**config.mk**
```make
export PLATFORM = sky130hd
export DESIGN_NAME = idpipe_flat
export DESIGN_NICKNAME = d
export VERILOG_FILES = /design/src/rtl/idpipe_pkg.sv /design/src/rtl/idpipe_if.sv /design/src/rtl/regfile32.sv /design/src/rtl/idpipe.sv /design/src/flat_wrapper.sv
export SDC_FILE = /design/constraint.sdc
export NUM_CORES = 2
export LEC_CHECK = 0
export CORE_MARGIN = 2
export CORE_UTILIZATION = 25
export DETAILED_ROUTE_END_ITERATION = 10
export PLACE_DENSITY = 0.5
export SETUP_SLACK_MARGIN = 0.3
export SLEW_MARGIN = 10
export SYNTH_ARGS = -nofsm -noshare
export SYNTH_HDL_FRONTEND = slang
export SYNTH_HIERARCHICAL = 1
export SYNTH_SLANG_ARGS = --single-unit
```
**constraint.sdc**
```tcl
create_clock -name clk -period 4.7 [get_ports clk]
set_input_delay 0.94 -clock clk [delete_from_list [all_inputs] [get_ports clk]]
set_output_delay 0.94 -clock clk [all_outputs]
set_load 0.01 [all_outputs]
```
**src/rtl/idpipe_pkg.sv**
```systemverilog
// idpipe_pkg: shared definitions for the instruction-decode stage.
//   - fixed datapath widths
//   - op-class codes and ALU select codes (the select codes match alu32)
//   - instruction field slice positions
//   - dec_t: the bundle of decoded values registered toward execute
//   - sext16: signed 16->32 immediate extension
package idpipe_pkg;

  localparam int DATA_W = 32;
  localparam int ADDR_W = 5;
  localparam int SEL_W  = 3;
  localparam int NREGS  = 32;

  localparam logic [2:0] OP_R  = 3'b000;
  localparam logic [2:0] OP_I  = 3'b001;
  localparam logic [2:0] OP_LW = 3'b010;
  localparam logic [2:0] OP_SW = 3'b011;

  localparam logic [SEL_W-1:0] ALU_XOR  = 3'b000;
  localparam logic [SEL_W-1:0] ALU_XNOR = 3'b001;
  localparam logic [SEL_W-1:0] ALU_ADD  = 3'b010;
  localparam logic [SEL_W-1:0] ALU_SUB  = 3'b011;
  localparam logic [SEL_W-1:0] ALU_OR   = 3'b100;
  localparam logic [SEL_W-1:0] ALU_NOR  = 3'b101;
  localparam logic [SEL_W-1:0] ALU_AND  = 3'b110;
  localparam logic [SEL_W-1:0] ALU_NAND = 3'b111;

  localparam int OP_MSB  = 31;
  localparam int OP_LSB  = 29;
  localparam int FN_MSB  = 28;
  localparam int FN_LSB  = 26;
  localparam int RS_MSB  = 25;
  localparam int RS_LSB  = 21;
  localparam int RT_MSB  = 20;
  localparam int RT_LSB  = 16;
  localparam int RD_MSB  = 15;
  localparam int RD_LSB  = 11;
  localparam int IMM_MSB = 15;
  localparam int IMM_LSB = 0;

  typedef struct packed {
    logic [DATA_W-1:0] abus;
    logic [DATA_W-1:0] bbus;
    logic [SEL_W-1:0]  s;
    logic              cin;
    logic [ADDR_W-1:0] dsel;
    logic              reg_we;
    logic              mem_rd;
    logic              mem_wr;
    logic [DATA_W-1:0] sdata;
    logic              valid;
  } dec_t;

  localparam dec_t DEC_BUBBLE = '0;

  function automatic logic [DATA_W-1:0] sext16(input logic [15:0] imm);
    logic signed [15:0] imm_s;
    imm_s = imm;
    return 32'(imm_s);
  endfunction

endpackage

```
**src/rtl/idpipe_if.sv**
```systemverilog
// idpipe_if: bundles the decode stage's fetch, control, writeback and
// execute-side signals.
//   slave  : the decode stage (consumes ibus/stall/flush/wb_*, drives
//            abus/bbus/S/Cin/dsel/reg_we/mem_rd/mem_wr/sdata/valid)
//   master : the surrounding pipeline / environment
interface idpipe_if;
  import idpipe_pkg::*;

  logic [DATA_W-1:0] ibus;
  logic              stall;
  logic              flush;
  logic              wb_en;
  logic [ADDR_W-1:0] wb_addr;
  logic [DATA_W-1:0] wb_data;

  logic [DATA_W-1:0] abus;
  logic [DATA_W-1:0] bbus;
  logic [SEL_W-1:0]  S;
  logic              Cin;
  logic [ADDR_W-1:0] dsel;
  logic              reg_we;
  logic              mem_rd;
  logic              mem_wr;
  logic [DATA_W-1:0] sdata;
  logic              valid;

  modport slave (
    input  ibus, stall, flush, wb_en, wb_addr, wb_data,
    output abus, bbus, S, Cin, dsel, reg_we, mem_rd, mem_wr, sdata, valid
  );

  modport master (
    output ibus, stall, flush, wb_en, wb_addr, wb_data,
    input  abus, bbus, S, Cin, dsel, reg_we, mem_rd, mem_wr, sdata, valid
  );
endinterface

```
**src/rtl/regfile32.sv**
```systemverilog
// regfile32: 32 x 32 register file.
//   clk, rst_n   : clock, asynchronous active-low clear of all registers
//   ra_a, ra_b   : asynchronous read addresses; rd_a, rd_b read data
//   we, wa, wd   : synchronous write port
// R0 is not stored: it always reads 0 and writes to it are dropped.
// A read that matches a write in the same cycle returns the write data.
module regfile32
  import idpipe_pkg::*;
(
  input  logic              clk,
  input  logic              rst_n,
  input  logic [ADDR_W-1:0] ra_a,
  input  logic [ADDR_W-1:0] ra_b,
  output logic [DATA_W-1:0] rd_a,
  output logic [DATA_W-1:0] rd_b,
  input  logic              we,
  input  logic [ADDR_W-1:0] wa,
  input  logic [DATA_W-1:0] wd
);

  logic [DATA_W-1:0] mem_q [1:NREGS-1];
  logic [DATA_W-1:0] mem_d [1:NREGS-1];

  always_comb begin
    mem_d = mem_q;
    if (we && (wa != '0)) mem_d[wa] = wd;
  end

  always_ff @(posedge clk or negedge rst_n) begin
    if (!rst_n) begin
      for (int i = 1; i < NREGS; i++) mem_q[i] <= '0;
    end else begin
      mem_q <= mem_d;
    end
  end

  always_comb begin
    rd_a = '0;
    if (ra_a != '0) begin
      if (we && (wa == ra_a)) rd_a = wd;
      else                    rd_a = mem_q[ra_a];
    end
  end

  always_comb begin
    rd_b = '0;
    if (ra_b != '0) begin
      if (we && (wa == ra_b)) rd_b = wd;
      else                    rd_b = mem_q[ra_b];
    end
  end

endmodule

```
**src/rtl/idpipe.sv**
```systemverilog
// idpipe: instruction-decode stage feeding the pipelined ALU.
//   clk, rst_n : clock, asynchronous active-low reset (clears outputs
//                and the register file)
//   bus        : idpipe_if.slave -- ibus, stall, flush and the writeback
//                port in; ALU operands/select/carry, dsel, reg_we,
//                mem_rd, mem_wr, sdata and valid out (one cycle latency)
module idpipe
  import idpipe_pkg::*;
(
  input  logic     clk,
  input  logic     rst_n,
  idpipe_if.slave  bus
);

  logic [2:0]        op_p0;
  logic [2:0]        fn_p0;
  logic [ADDR_W-1:0] rs_p0;
  logic [ADDR_W-1:0] rt_p0;
  logic [ADDR_W-1:0] rd_p0;
  logic [15:0]       imm_p0;
  logic [DATA_W-1:0] ra_p0;
  logic [DATA_W-1:0] rb_p0;
  dec_t              dec_p0;
  dec_t              out_p1_d;
  dec_t              out_p1_q;

  assign op_p0  = bus.ibus[OP_MSB:OP_LSB];
  assign fn_p0  = bus.ibus[FN_MSB:FN_LSB];
  assign rs_p0  = bus.ibus[RS_MSB:RS_LSB];
  assign rt_p0  = bus.ibus[RT_MSB:RT_LSB];
  assign rd_p0  = bus.ibus[RD_MSB:RD_LSB];
  assign imm_p0 = bus.ibus[IMM_MSB:IMM_LSB];

  regfile32 u_rf (
    .clk   (clk),
    .rst_n (rst_n),
    .ra_a  (rs_p0),
    .ra_b  (rt_p0),
    .rd_a  (ra_p0),
    .rd_b  (rb_p0),
    .we    (bus.wb_en),
    .wa    (bus.wb_addr),
    .wd    (bus.wb_data)
  );

  // Stage p0: combinational decode and operand read
  always_comb begin
    dec_p0       = DEC_BUBBLE;
    dec_p0.valid = 1'b1;
    unique case (op_p0)
      OP_R: begin
        dec_p0.abus   = ra_p0;
        dec_p0.bbus   = rb_p0;
        dec_p0.s      = fn_p0;
        dec_p0.dsel   = rd_p0;
        dec_p0.reg_we = 1'b1;
      end
      OP_I: begin
        dec_p0.abus   = ra_p0;
        dec_p0.bbus   = sext16(imm_p0);
        dec_p0.s      = fn_p0;
        dec_p0.dsel   = rt_p0;
        dec_p0.reg_we = 1'b1;
      end
      OP_LW: begin
        dec_p0.abus   = ra_p0;
        dec_p0.bbus   = sext16(imm_p0);
        dec_p0.s      = ALU_ADD;
        dec_p0.dsel   = rt_p0;
        dec_p0.reg_we = 1'b1;
        dec_p0.mem_rd = 1'b1;
      end
      OP_SW: begin
        dec_p0.abus   = ra_p0;
        dec_p0.bbus   = sext16(imm_p0);
        dec_p0.s      = ALU_ADD;
        dec_p0.sdata  = rb_p0;
        dec_p0.mem_wr = 1'b1;
      end
      default: ;
    endcase
    // The ALU subtracts as A + ~B + 1, so carry-in rides with SUB only.
    dec_p0.cin = (dec_p0.s == ALU_SUB);
  end

  // Stage p1: output registers (flush beats stall)
  always_comb begin
    out_p1_d = out_p1_q;
    if (bus.flush)       out_p1_d = DEC_BUBBLE;
    else if (!bus.stall) out_p1_d = dec_p0;
  end

  always_ff @(posedge clk or negedge rst_n) begin
    if (!rst_n) out_p1_q <= DEC_BUBBLE;
    else        out_p1_q <= out_p1_d;
  end

  assign bus.abus   = out_p1_q.abus;
  assign bus.bbus   = out_p1_q.bbus;
  assign bus.S      = out_p1_q.s;
  assign bus.Cin    = out_p1_q.cin;
  assign bus.dsel   = out_p1_q.dsel;
  assign bus.reg_we = out_p1_q.reg_we;
  assign bus.mem_rd = out_p1_q.mem_rd;
  assign bus.mem_wr = out_p1_q.mem_wr;
  assign bus.sdata  = out_p1_q.sdata;
  assign bus.valid  = out_p1_q.valid;

endmodule
```
**src/flat_wrapper.sv**
```systemverilog
// flat-port wrapper written by rule: the top's interface ports become plain ports
module idpipe_flat import idpipe_pkg::*;
  (clk, rst_n, bus_ibus, bus_stall, bus_flush, bus_wb_en, bus_wb_addr, bus_wb_data, bus_abus, bus_bbus, bus_S, bus_Cin, bus_dsel, bus_reg_we, bus_mem_rd, bus_mem_wr, bus_sdata, bus_valid);
  idpipe_if bus_i ();
  input  logic clk;
  input  logic rst_n;
  input wire logic [$bits(bus_i.ibus)-1:0] bus_ibus;
  input wire logic [$bits(bus_i.stall)-1:0] bus_stall;
  input wire logic [$bits(bus_i.flush)-1:0] bus_flush;
  input wire logic [$bits(bus_i.wb_en)-1:0] bus_wb_en;
  input wire logic [$bits(bus_i.wb_addr)-1:0] bus_wb_addr;
  input wire logic [$bits(bus_i.wb_data)-1:0] bus_wb_data;
  output wire logic [$bits(bus_i.abus)-1:0] bus_abus;
  output wire logic [$bits(bus_i.bbus)-1:0] bus_bbus;
  output wire logic [$bits(bus_i.S)-1:0] bus_S;
  output wire logic [$bits(bus_i.Cin)-1:0] bus_Cin;
  output wire logic [$bits(bus_i.dsel)-1:0] bus_dsel;
  output wire logic [$bits(bus_i.reg_we)-1:0] bus_reg_we;
  output wire logic [$bits(bus_i.mem_rd)-1:0] bus_mem_rd;
  output wire logic [$bits(bus_i.mem_wr)-1:0] bus_mem_wr;
  output wire logic [$bits(bus_i.sdata)-1:0] bus_sdata;
  output wire logic [$bits(bus_i.valid)-1:0] bus_valid;
  assign bus_i.ibus = bus_ibus;
  assign bus_i.stall = bus_stall;
  assign bus_i.flush = bus_flush;
  assign bus_i.wb_en = bus_wb_en;
  assign bus_i.wb_addr = bus_wb_addr;
  assign bus_i.wb_data = bus_wb_data;
  assign bus_abus = bus_i.abus;
  assign bus_bbus = bus_i.bbus;
  assign bus_S = bus_i.S;
  assign bus_Cin = bus_i.Cin;
  assign bus_dsel = bus_i.dsel;
  assign bus_reg_we = bus_i.reg_we;
  assign bus_mem_rd = bus_i.mem_rd;
  assign bus_mem_wr = bus_i.mem_wr;
  assign bus_sdata = bus_i.sdata;
  assign bus_valid = bus_i.valid;
  idpipe u_core (.clk(clk), .rst_n(rst_n), .bus(bus_i));
endmodule
```
## After elaboration in Yosys (flattened, before gate mapping)

Index checks and enable logic that the tools add are counted.

- Register bits after elaboration: 1101
- Bits of input ports: 74
- Output and inout bits: 109
- Logic and storage cells: 84

- Magnitude comparators: 4
- Eq/ne operators: 7
- Muxes and demuxes: 19
- Bitwise operators: 3
- Reductions and logical operators: 10

Operator list:

| cell | count |
|---|---|
| 992-bit bitwise mux | 1 |
| 32-bit binary-select mux with 5-bit select | 2 |
| 32-bit two-way mux | 9 |
| 109-bit two-way mux | 2 |
| 67-bit one-hot mux with 3 select lines | 1 |
| 32-bit demux with 5-bit select | 1 |
| 33-bit two-way mux | 1 |
| 6-bit greater-or-equal comparator, second input constant | 3 |
| 5-bit NOT with 6-bit output | 3 |
| 5-bit nonzero test | 3 |
| 6-bit one-hot mux with 2 select lines | 1 |
| 5-bit == test | 2 |
| 3-bit by 2-bit == test with 1-bit output, second input constant | 3 |
| 6-bit by 1-bit less-than comparator with 1-bit output, second input constant | 1 |
| 1-bit logical AND | 4 |
| 2-bit OR reduction | 2 |
| 3-bit by 1-bit == test with 1-bit output, second input constant | 1 |
| 3-bit logical NOT | 1 |
| 2-bit by 1-bit inequality test with 1-bit output, second input constant | 1 |
| 1-bit two-way mux | 1 |

## Depth between registers and ports, before layout

- Depth after elaboration: 10
- Depth in mapped cells: 11
- Depth with buffers taken out: 7

## Hierarchy

The synthesis kept the hierarchy.

By module, submodules not included:

| module | instances | cells an instance | area each (sq um) | seq. area each (sq um) |
|---|---|---|---|---|
| regfile32 | 1 | 3653 | 53528.8 | 24823.8 |
| idpipe | 1 | 344 | 4285.4 | 2727.6 |

## Worst setup path after synthesis

Ideal clock, no wire load.

- Kind: input to register
- Start: in bus_ibus[22]
- End: reg u_core.out_p1_q (netlist bit u_core/bus.abus[12])
- Library setup time: 121 ps
- Data arrival time: 2821 ps
- Required time: 4579 ps
- Setup slack: 1758 ps
- Cell stages on the path: 9
- Buffers on the path: 3
- Cells stage by stage: buf_2 buf_2 clkbuf_1 mux4_2 a22o_1 a221o_1 a211oi_1 nor3_1 a22o_1

- Longest elaborated chain between the ends: 9
- Elaborated cells on any way between the ends: 12
- Those cells by class: 1 x eq/ne; 8 x mux; 1 x bitwise; 2 x reduce/logical

Ends and longest elaborated chain:

| item | RTL line | RTL |
|---|---|---|
| start, declared | flat_wrapper.sv:7 | `input wire logic [$bits(bus_i.ibus)-1:0] bus_ibus;` |
| 5-bit NOT with 6-bit output (not written as such) | regfile32.sv:41 | `else rd_a = mem_q[ra_a];` |
| 32-bit binary-select mux with 5-bit select | regfile32.sv:41 |  |
| 32-bit two-way mux (not written as such) (2 in series) | regfile32.sv:41 |  |
| 32-bit two-way mux | regfile32.sv:40 | `if (we && (wa == ra_a)) rd_a = wd;` |
| 32-bit two-way mux (*) | regfile32.sv:39 | `if (ra_a != '0) begin` |
| via u_core.ra_p0[12] | idpipe.sv:21 | `logic [DATA_W-1:0] ra_p0;` |
| 67-bit one-hot mux with 3 select lines (*) | idpipe.sv:50 | `unique case (op_p0)` |
| 109-bit two-way mux (*) | idpipe.sv:90 | `else if (!bus.stall) out_p1_d = dec_p0;` |
| 109-bit two-way mux (*) | idpipe.sv:89 | `if (bus.flush) out_p1_d = DEC_BUBBLE;` |
| end signal, assigned | idpipe.sv:95 | `else out_p1_q <= out_p1_d;` |
| end, declared | idpipe.sv:25 | `dec_t out_p1_q;` |

Mark *: on every way through the listed nets, which the timed path passes. The rest lies on a longest branch. The select of a mux whose other input is x is not followed.
A chain may end at the register's enable or synchronous reset.

## Worst setup path in the final report

- Start: in bus_ibus[16]
- End: reg u_core.out_p1_q (netlist bit u_core/bus.bbus[12])

- Longest elaborated chain between the ends: 9
- Elaborated cells on any way between the ends: 12
- Those cells by class: 1 x eq/ne; 8 x mux; 1 x bitwise; 2 x reduce/logical

Ends and longest elaborated chain:

| item | RTL line | RTL |
|---|---|---|
| 5-bit NOT with 6-bit output (not written as such) | regfile32.sv:49 | `else rd_b = mem_q[ra_b];` |
| 32-bit binary-select mux with 5-bit select | regfile32.sv:49 |  |
| 32-bit two-way mux (not written as such) (2 in series) | regfile32.sv:49 |  |
| 32-bit two-way mux | regfile32.sv:48 | `if (we && (wa == ra_b)) rd_b = wd;` |
| 32-bit two-way mux (*) | regfile32.sv:47 | `if (ra_b != '0) begin` |
| via u_core.rb_p0[12] | idpipe.sv:22 | `logic [DATA_W-1:0] rb_p0;` |
| 67-bit one-hot mux with 3 select lines (*) | idpipe.sv:50 |  |
| 109-bit two-way mux (*) | idpipe.sv:90 |  |
| 109-bit two-way mux (*) | idpipe.sv:89 |  |

Marked as above.

==> impl_metrics.env <==
export IMPL_status="finished, final reports clean"
export IMPL_die_h_um=485
export IMPL_drt_vias_per_instance=5.33
export IMPL_grt_pass1_wl_um=309000
export IMPL_layout_commonest_cell="dfrtp_1"
export IMPL_cp_required_ns=5.41
export IMPL_finalCriticalPeriod_ns=3.38
export IMPL_rsz0062_at_grt="no"
export IMPL_start_util=0.251
export IMPL_io_pins=183
export IMPL_cp_arrival_ns=4.08
export IMPL_async_flop_share=1.00
export IMPL_grt_overflow=0
export IMPL_design_die_area_sq_um=235000
export IMPL_cts_buffers=134
export IMPL_fmaxAchievable_mhz=296
export IMPL_finalSetupTns_ns=0
export IMPL_tightest_slew_ns=1.29
export IMPL_ir_drop_uv=364
export IMPL_synth_ff_type="dfrtp_1"
export IMPL_synth_seq_cells=1101
export IMPL_antenna_left=0
export IMPL_maxCapViolations=0
export IMPL_rr_startpoint="u_core/u_rf/mem_q[516]"
export IMPL_synth_distinct_cells=61
export IMPL_postCtsResizedCells=0
export IMPL_netlist_area_sq_um=57800
export IMPL_skew_ns=0.0326
export IMPL_clock_latency_ns=0.79
export IMPL_cts_root_buffer="clkbuf_16"
export IMPL_relSlewSlack=0.136
export IMPL_start_kind="primary input"
export IMPL_grt_usage=0.181
export IMPL_grt_antenna_before_repair=16
export IMPL_synth_seq_area_share=0.477
export IMPL_syn_nets=4071
export IMPL_routed_wl_um=216000
export IMPL_p_per_area_nw_per_um2=417
export IMPL_drv_slew=0
export IMPL_finalHoldViolations=0
export IMPL_core_area_sq_um=230000
export IMPL_cts_tree="built"
export IMPL_path_class="in -> reg"
export IMPL_dp_hpwl_um=137000
export IMPL_whs_ns=0.232
export IMPL_drt_pass1_iter_count=5
export IMPL_place_inst=7017
export IMPL_drt_iter0_markers=3183
export IMPL_r2r_cells=8
export IMPL_cp_end_kind="register"
export IMPL_post_cts_buffers=0
export IMPL_vias=38700
export IMPL_postSynthCellCount=3997
export IMPL_most_common_layout_cells="dfrtp_1 (1,101), mux2_2 (1,077), mux4_2 (419)"
export IMPL_r2r_slack_ns=2.20
export IMPL_drc=0
export IMPL_clock_path_buffers=3
export IMPL_synth_area_per_cell_sq_um=14.5
export IMPL_ys_warn_count=6
export IMPL_gp_congestion=0.848
export IMPL_grt_pass1_vias=39800
export IMPL_drive_gt1_frac=0.475
export IMPL_post_route_period_util=0.718
export IMPL_num_fill_cells=23100
export IMPL_r2r_end="u_core/bus.bbus[4]"
export IMPL_htree_levels=4
export IMPL_fin_cells=7257
export IMPL_clk_pin_slew_worst_paths_ns=0.06
export IMPL_worstPathMaxFanout=28
export IMPL_io_buffers=182
export IMPL_fp_row_count=176
export IMPL_synth_edf_count=0
export IMPL_avgRoutedWirePerCell_um=29.7
export IMPL_nets=4201
export IMPL_clock_sinks=1101
export IMPL_hold_class="in -> async"
export IMPL_cts_hold_buf=0
export IMPL_dp_slack_ns=0.523
export IMPL_p_leak_nw=28.7
export IMPL_setup_ws_ns=1.32
export IMPL_grt_max_degree=118
export IMPL_regArea_sq_um=27600
export IMPL_multi_input_area_sq_um=28500
export IMPL_fp_dieW_um=485
export IMPL_setup_viol=0
export IMPL_areaGrowthSynthToFinish_pct=18.6
where the power goes:
part	switching (mW)	internal [mW]
Sequential	1.22	11.2
Combinational	2.40	3.28
Clock	4.32	6.18
metal layers:
metal	vias to the layer above	routed length, um	track usage
met5	-	88	0
met1	21100	96900	0.255
met3	323	15000	0.0373
met4	12	6260	0.0558
li1	15800	-	-
met2	1463	97400	0.278
Yosys cell counts (all sizes together), types with 4 or more instances:
library cell	n	area, sq um
a211oi	43	323
a21o	4	30.0
a21oi	10	50.1
a221o	47	470
a221oi	69	604
a22o	117	1020
a22oi	34	255
a31oi	8	50.1
a32o	4	40.0
and2	11	68.8
and3	11	68.8
buf	200	1130
clkbuf	230	867
dfrtp	1101	27600
inv	5	18.8
mux2	1077	12100
mux2i	86	861
mux4	428	9670
nand2	129	484
nand2b	5	31.3
nand3	18	90.1
nand3b	8	60.1
nor2	103	405
nor2b	8	52.6
nor3	83	420
nor3b	6	45.0
o21ai	52	260
o221ai	13	114
o22ai	34	213
o31ai	6	45.0
or2	5	31.3
or3	4	25.0
xnor2	7	61.3
xor2	4	35.0
registers in the layout, indices dropped and copies added, names as in the netlist:
register / cells
u_core/u_rf/mem_q: 992
u_core/bus.abus: 32
u_core/bus.bbus: 32
u_core/bus.sdata: 32
u_core/bus.dsel: 5
u_core/bus.S: 3
u_core/bus.Cin: 1
u_core/bus.mem_rd: 1
u_core/bus.mem_wr: 1
u_core/bus.reg_we: 1
u_core/bus.valid: 1
worst max path at each step:
stage,startpoint,endpoint,slack [ns],cells after the start
2_1_floorplan,bus_ibus[22],u_core/bus.abus[12],1.76,9
3_3_place_gp,bus_ibus[16],u_core/bus.bbus[12],0.46,8
3_5_place_dp,bus_ibus[16],u_core/bus.bbus[12],0.52,8
4_1_cts,bus_ibus[16],u_core/bus.bbus[12],1.38,8
5_1_grt,bus_ibus[16],u_core/bus.bbus[25],1.14,8
6_report,bus_ibus[16],u_core/bus.bbus[12],1.32,8
worst max-delay path: stages:
cell	delay (ns)
buf_8	0.30
and2b_2	0.90
a22oi_1	0.20
o211ai_1	0.22
a21oi_1	0.11
o41ai_2	0.94
mux2i_1	0.17
o21ai_0	0.21
area by class of cell:
cell class                      count  share of cell area
Antenna cell                        4            0.000146
Clock buffer                      206              0.0578
Clock inverter                     30             0.00664
Inverter                            6            0.000328
Multi-Input combinational cell   2460               0.415
Sequential cell                  1101               0.402
Tap cell                         3026              0.0552
Timing Repair Buffer              424              0.0630
kinds of logic (layout without fill, tap and decap cells):
| kind of cell | count (synthesis) | after routing | share of synthesized area |
|---|---|---|---|
| simple gates | 400 | 400 | 0.0320 |
| compound gates | 458 | 458 | 0.0628 |
| other cells | 0 | 4 | 0 |
| flops | 1101 | 1101 | 0.477 |
| buf+inv | 436 | 666 | 0.0350 |
| xor+xnor | 11 | 11 | 0.00167 |
| mux | 1591 | 1591 | 0.392 |
metrics by stage:
stage | power (mW) | instance area (sq um) | utilization
final | 28.6 | 68600 | 0.298
after CTS | 28.8 | 68600 | 0.298
after floorplan | 16.2 | 57800 | -
after global placement | 18.0 | 64200 | 0.279
after detailed placement | 18.2 | 64200 | 0.279
after global routing | 29.8 | 68600 | 0.298
Note: power is estimated with default switching activity, not from simulation.
